<file path="src/rtl/tone_pkg.sv">
// Shared constants for the tone synthesiser and its I2S transmitter.
// Also holds the signed-sample helper that the top level uses.
package tone_pkg;

    localparam int DIV_W = 20;
    localparam int SMP_W = 16;
    localparam logic [SMP_W-1:0] AMP = 16'h1FFF;

    localparam int CLK_DIV_W = 11;
    localparam int MCLK_TAP  = 1;
    localparam int SCK_TAP   = 4;
    localparam int LRCK_TAP  = 10;
    localparam int SLOT_LEN  = 32;

    // Silence forces zero; otherwise a square wave of +/-(AMP >> vol)
    function automatic logic [SMP_W-1:0] form_sample(
        input logic       active,
        input logic       tone_level,
        input logic [2:0] vol
    );
        logic [SMP_W-1:0] amp;
        logic [SMP_W-1:0] result;
        amp    = AMP >> vol;
        result = '0;
        if (active) begin
            if (tone_level) begin
                result = amp;
            end else begin
                result = (~amp) + SMP_W'(1);
            end
        end
        return result;
    endfunction

endpackage

</file>
<file path="src/rtl/i2s_tx.sv">
// Philips I2S transmitter: free-running clock divider plus 32-bit slot shifter.
// The same sample is reloaded at every LRCK edge, so both channels match.
module i2s_tx
    import tone_pkg::*;
(
    input  logic             clk,
    input  logic             rst_n,
    input  logic [SMP_W-1:0] sample,
    output logic             audio_mclk,
    output logic             audio_sck,
    output logic             audio_lrck,
    output logic             audio_sdin
);

    localparam int PAD_W = SLOT_LEN - SMP_W - 1;

    logic [CLK_DIV_W-1:0] div_q, div_d;
    logic [SLOT_LEN-1:0]  sr_q, sr_d;
    logic                 slot_end;
    logic                 sck_fall;

    // Last cycle of a channel slot; the next edge toggles LRCK and drops SCK
    assign slot_end = (div_q[LRCK_TAP-1:0] == '1);
    assign sck_fall = (div_q[SCK_TAP:0] == '1);

    always_comb begin
        div_d = div_q + CLK_DIV_W'(1);
    end

    always_comb begin
        sr_d = sr_q;
        if (slot_end) begin
            sr_d = {1'b0, sample, {PAD_W{1'b0}}};
        end else if (sck_fall) begin
            sr_d = sr_q << 1;
        end
    end

    always_ff @(posedge clk or negedge rst_n) begin
        if (!rst_n) begin
            div_q <= '0;
            sr_q  <= '0;
        end else begin
            div_q <= div_d;
            sr_q  <= sr_d;
        end
    end

    assign audio_mclk = div_q[MCLK_TAP];
    assign audio_sck  = div_q[SCK_TAP];
    assign audio_lrck = div_q[LRCK_TAP];
    assign audio_sdin = sr_q[SLOT_LEN-1];

endmodule

</file>
<file path="src/rtl/tone_synth.sv">
// Square-wave tone generator driven by a half-period count, feeding an I2S DAC.
// A note_div of 0 silences both the raw tone and the audio sample.
module tone_synth
    import tone_pkg::*;
(
    input  logic             clk,
    input  logic             rst_n,
    input  logic [DIV_W-1:0] note_div,
    input  logic [2:0]       vol,
    output logic             tone,
    output logic             audio_mclk,
    output logic             audio_sck,
    output logic             audio_lrck,
    output logic             audio_sdin
);

    logic [DIV_W-1:0] cnt_q, cnt_d;
    logic [DIV_W-1:0] note_q, note_d;
    logic             tone_q, tone_d;
    logic [SMP_W-1:0] sample;

    // A retune restarts the count but keeps the current phase of the wave
    always_comb begin
        note_d = note_div;
        cnt_d  = cnt_q;
        tone_d = tone_q;
        if (note_div == '0) begin
            cnt_d  = '0;
            tone_d = 1'b0;
        end else if (note_div != note_q) begin
            cnt_d = '0;
        end else if (cnt_q == (note_div - DIV_W'(1))) begin
            cnt_d  = '0;
            tone_d = ~tone_q;
        end else begin
            cnt_d = cnt_q + DIV_W'(1);
        end
    end

    always_ff @(posedge clk or negedge rst_n) begin
        if (!rst_n) begin
            cnt_q  <= '0;
            note_q <= '0;
            tone_q <= 1'b0;
        end else begin
            cnt_q  <= cnt_d;
            note_q <= note_d;
            tone_q <= tone_d;
        end
    end

    assign sample = form_sample(note_q != '0, tone_q, vol);
    assign tone   = tone_q;

    i2s_tx u_i2s_tx (
        .clk        (clk),
        .rst_n      (rst_n),
        .sample     (sample),
        .audio_mclk (audio_mclk),
        .audio_sck  (audio_sck),
        .audio_lrck (audio_lrck),
        .audio_sdin (audio_sdin)
    );

endmodule

</file>
<file path="config.mk">
export PLATFORM = sky130hd
export DESIGN_NAME = tone_synth
export DESIGN_NICKNAME = d
export VERILOG_FILES = /design/src/rtl/tone_pkg.sv /design/src/rtl/i2s_tx.sv /design/src/rtl/tone_synth.sv
export SDC_FILE = /design/constraint.sdc
export NUM_CORES = 1
export LEC_CHECK = 0
export CAP_MARGIN = 20
export CORE_MARGIN = 5
export CORE_UTILIZATION = 23
export CTS_BUF_LIST = sky130_fd_sc_hd__clkbuf_8
export DETAILED_ROUTE_END_ITERATION = 16
export DONT_BUFFER_PORTS = 1
export SKIP_CTS_REPAIR_TIMING = 1
export SLEW_MARGIN = 20
export SYNTH_ARGS = -nofsm -noshare
export SYNTH_HDL_FRONTEND = slang
export SYNTH_SLANG_ARGS = --single-unit
</file>
<file path="constraint.sdc">
create_clock -name clk -period 4.2 [get_ports clk]
set_clock_uncertainty 0.1 [all_clocks]
set_input_delay 0.84 -clock clk [delete_from_list [all_inputs] [get_ports clk]]
set_output_delay 0.84 -clock clk [all_outputs]
set_load 0.02 [all_outputs]
</file>
==> reports/qor.yml <==
diodes: 0
met2_usage_pct: 18.3
cts-root-buf: "clkbuf_8"
yosys_register_bits: 69
synth.cell_area_um2: 4050
r2r_start: "u_i2s_tx.div_q[1]"
grt_remaining_overflow: 0
port_buffers: 0
holdCritPathClass: "in2async"
ys_seq_area_share_pct: 42.6
post-route-drc-count: 0
use_met1_pct: 11.1
post_drt_wl_per_cell_um: 16.2
cts_sinks: 69
numCtsBuffers: 9
yosys-top-cells-count: "dfrtp_1, xnor2_1, xor2_1"
peakVddDrop_mv: 0.178
clk_pin_slew_ns: 0.08
use_met3_pct: 3.18
fin_crit_sh_pct: 78.0
critical_path_class: "in2reg"
slew_headroom_pct: 50.1
critPathArrivalTime_ns: 3.44
synthesis.instances: 412
endpoint_kind: "flip-flop"
grt_pass1_vias: 3127
synth_top_area_cell: "dfrtp_1"
crit_path_start_kind: "input pin"
rr_endpoint: "u_i2s_tx.sr_q[29]"
drtAntennaViolNets: 0
ios: 30
fin_ws_ns: 0.926
fin_cells: 624
drt_wl_total_um: 10100
worstRegToRegCells: 6
cts_tree: "done"
drv_cap: 0
grt.total_usage_pct: 10.2
synthArstFlopShare_pct: 100
dr.pass1.iters: 4
synth_cell_types: 54
top_usage_layer: "met2"
synth_area_per_cell_um2: 9.83
fp.dieW_um: 143
die_area_um2: 20400
critical_path_required_ns: 4.37
synth_nets: 441
grt_max_degree: 70
dp_hpwl_um: 7600
synth_area_leaders: "dfrtp_1, xnor2_1, xor2_1"
placed_cells: 609
power_mw: 1.36
status: "complete, no violations"
rrSetupSlack_ns: 1.74
grt_pass1_wl_um: 16000
drive_gt1_share_pct: 11.5
clkLatencyLatePin_ns: 0.34
power_density_nw_per_um2: 306
syn_to_final_growth_pct: 9.51
route.vias.total: 3012
synthMostInstantiatedCell: "dfrtp_1"
synth_warnings: 0
synth_top_area_share_pct: 42.6
setup-tns-final_ns: 0
crit_path_max_fanout: 8
hold_viol: 0
initial_core_util_pct: 23.4
clockBufferDepth: 2
post_drt_via_cell_ratio: 4.83
first_iter_violations: 181
place.gp.congestion: 0.769
slew_violations: 0
fin_nets: 424
die_y_um: 143
post-place-ws_ns: 0.568
worst_pin_slew_ns: 0.749
fillers: 1866
htreeDepth: 3
synth_top_flop_cell: "dfrtp_1"
timing.final.crit_period_ns: 3.27
core_area_um2: 17300
antenna_found_initial: 0
synth_edf_count: 0
fp-row-count: 48
rsz0062_at_grt: "false"
setup_viol: 0
fmax_mhz: 305
p_leak_nw: 1.65
-- cells in the final DEF, fill, tap and decap left out, drive strengths merged, types with 11 or more instances in the layout --
| master | instances |
|---|---|
| dfrtp | 69 |
| xor2 | 33 |
| nor2 | 27 |
| inv | 11 |
| nor3 | 32 |
| nand2 | 16 |
| xnor2 | 37 |
| nor4 | 14 |
| nand3 | 23 |
| o21ai | 19 |
| nand4 | 11 |
-- cells by family (layout without fill, tap and decap cells) --
family / count (synthesis) / after routing / synth area share [%]
adder cells (fa/ha/maj): 4 / 4 / 1.24
buffers and inverters: 40 / 27 / 4.42
flip-flops: 69 / 69 / 42.6
multiplexers: 7 / 7 / 1.73
AO/OA/AOI/OAI: 64 / 64 / 10.5
AND/OR/NAND/NOR: 158 / 158 / 24.3
XOR/XNOR: 70 / 70 / 15.1
-- worst max-delay path, cell delays in order --
cell,delay [ns]
inv_1,0.03
ha_1,0.21
nor3b_2,0.48
nand3_2,0.24
or4_1,0.56
a32oi_1,0.16
nand4_1,0.22
or4_1,0.53
a21oi_1,0.16
-- area by class of cell --
type	count	area (um2)	share of cell area [%]
Inverter	9	33.8	0.762
Timing Repair Buffer	3	22.5	0.508
Clock buffer	10	138	3.10
Clock inverter	5	82.6	1.86
Sequential cell	69	1730	38.9
Multi-Input combinational cell	303	2150	48.5
Tap cell	225	282	6.35
-- registers in the layout (all words and copies together) (netlist names) --
register        count
cnt_q              20
note_q             20
u_i2s_tx.sr_q      17
u_i2s_tx.div_q     11
tone                1
-- stage by stage --
step	hold slack [ns]	instance area, um2	util [%]
2_1_floorplan	0.320	4050	-
3_3_place_gp	0.335	4220	24.4
3_5_place_dp	0.350	4220	24.4
4_1_cts	0.0631	4440	25.6
5_1_grt	0.0565	4440	25.6
6_report	0.0872	4440	25.6
-- how the worst max path moves through the flow --
| stage | from | end | slack [ns] | cells after the start |
|---|---|---|---|---|
| finish | note_div[0] | tone | 0.93 | 9 |
| global route | note_div[0] | cnt_q[17] | 0.67 | 10 |
| CTS | note_div[0] | cnt_q[17] | 0.95 | 10 |
| detailed placement | note_div[0] | cnt_q[5] | 0.57 | 10 |
| global placement | note_div[0] | cnt_q[1] | 0.68 | 10 |
| floorplan | note_div[0] | tone | 0.79 | 10 |
-- routing by layer --
metal / up-vias / wire length (um)
met1: 1485 / 4120
met4: 0 / 224
met3: 22 / 526
met2: 73 / 5230
met5: - / 0
li1: 1432 / -
-- power breakdown --
part / internal [mW] / total [mW] / switching (mW)
sequential: 0.674 / 0.681 / 0.00723
combinational: 0.0330 / 0.0650 / 0.0320
clock: 0.351 / 0.613 / 0.262
total: 1.06 / 1.36 / 0.302
Note: power is estimated with default switching activity, not from simulation.
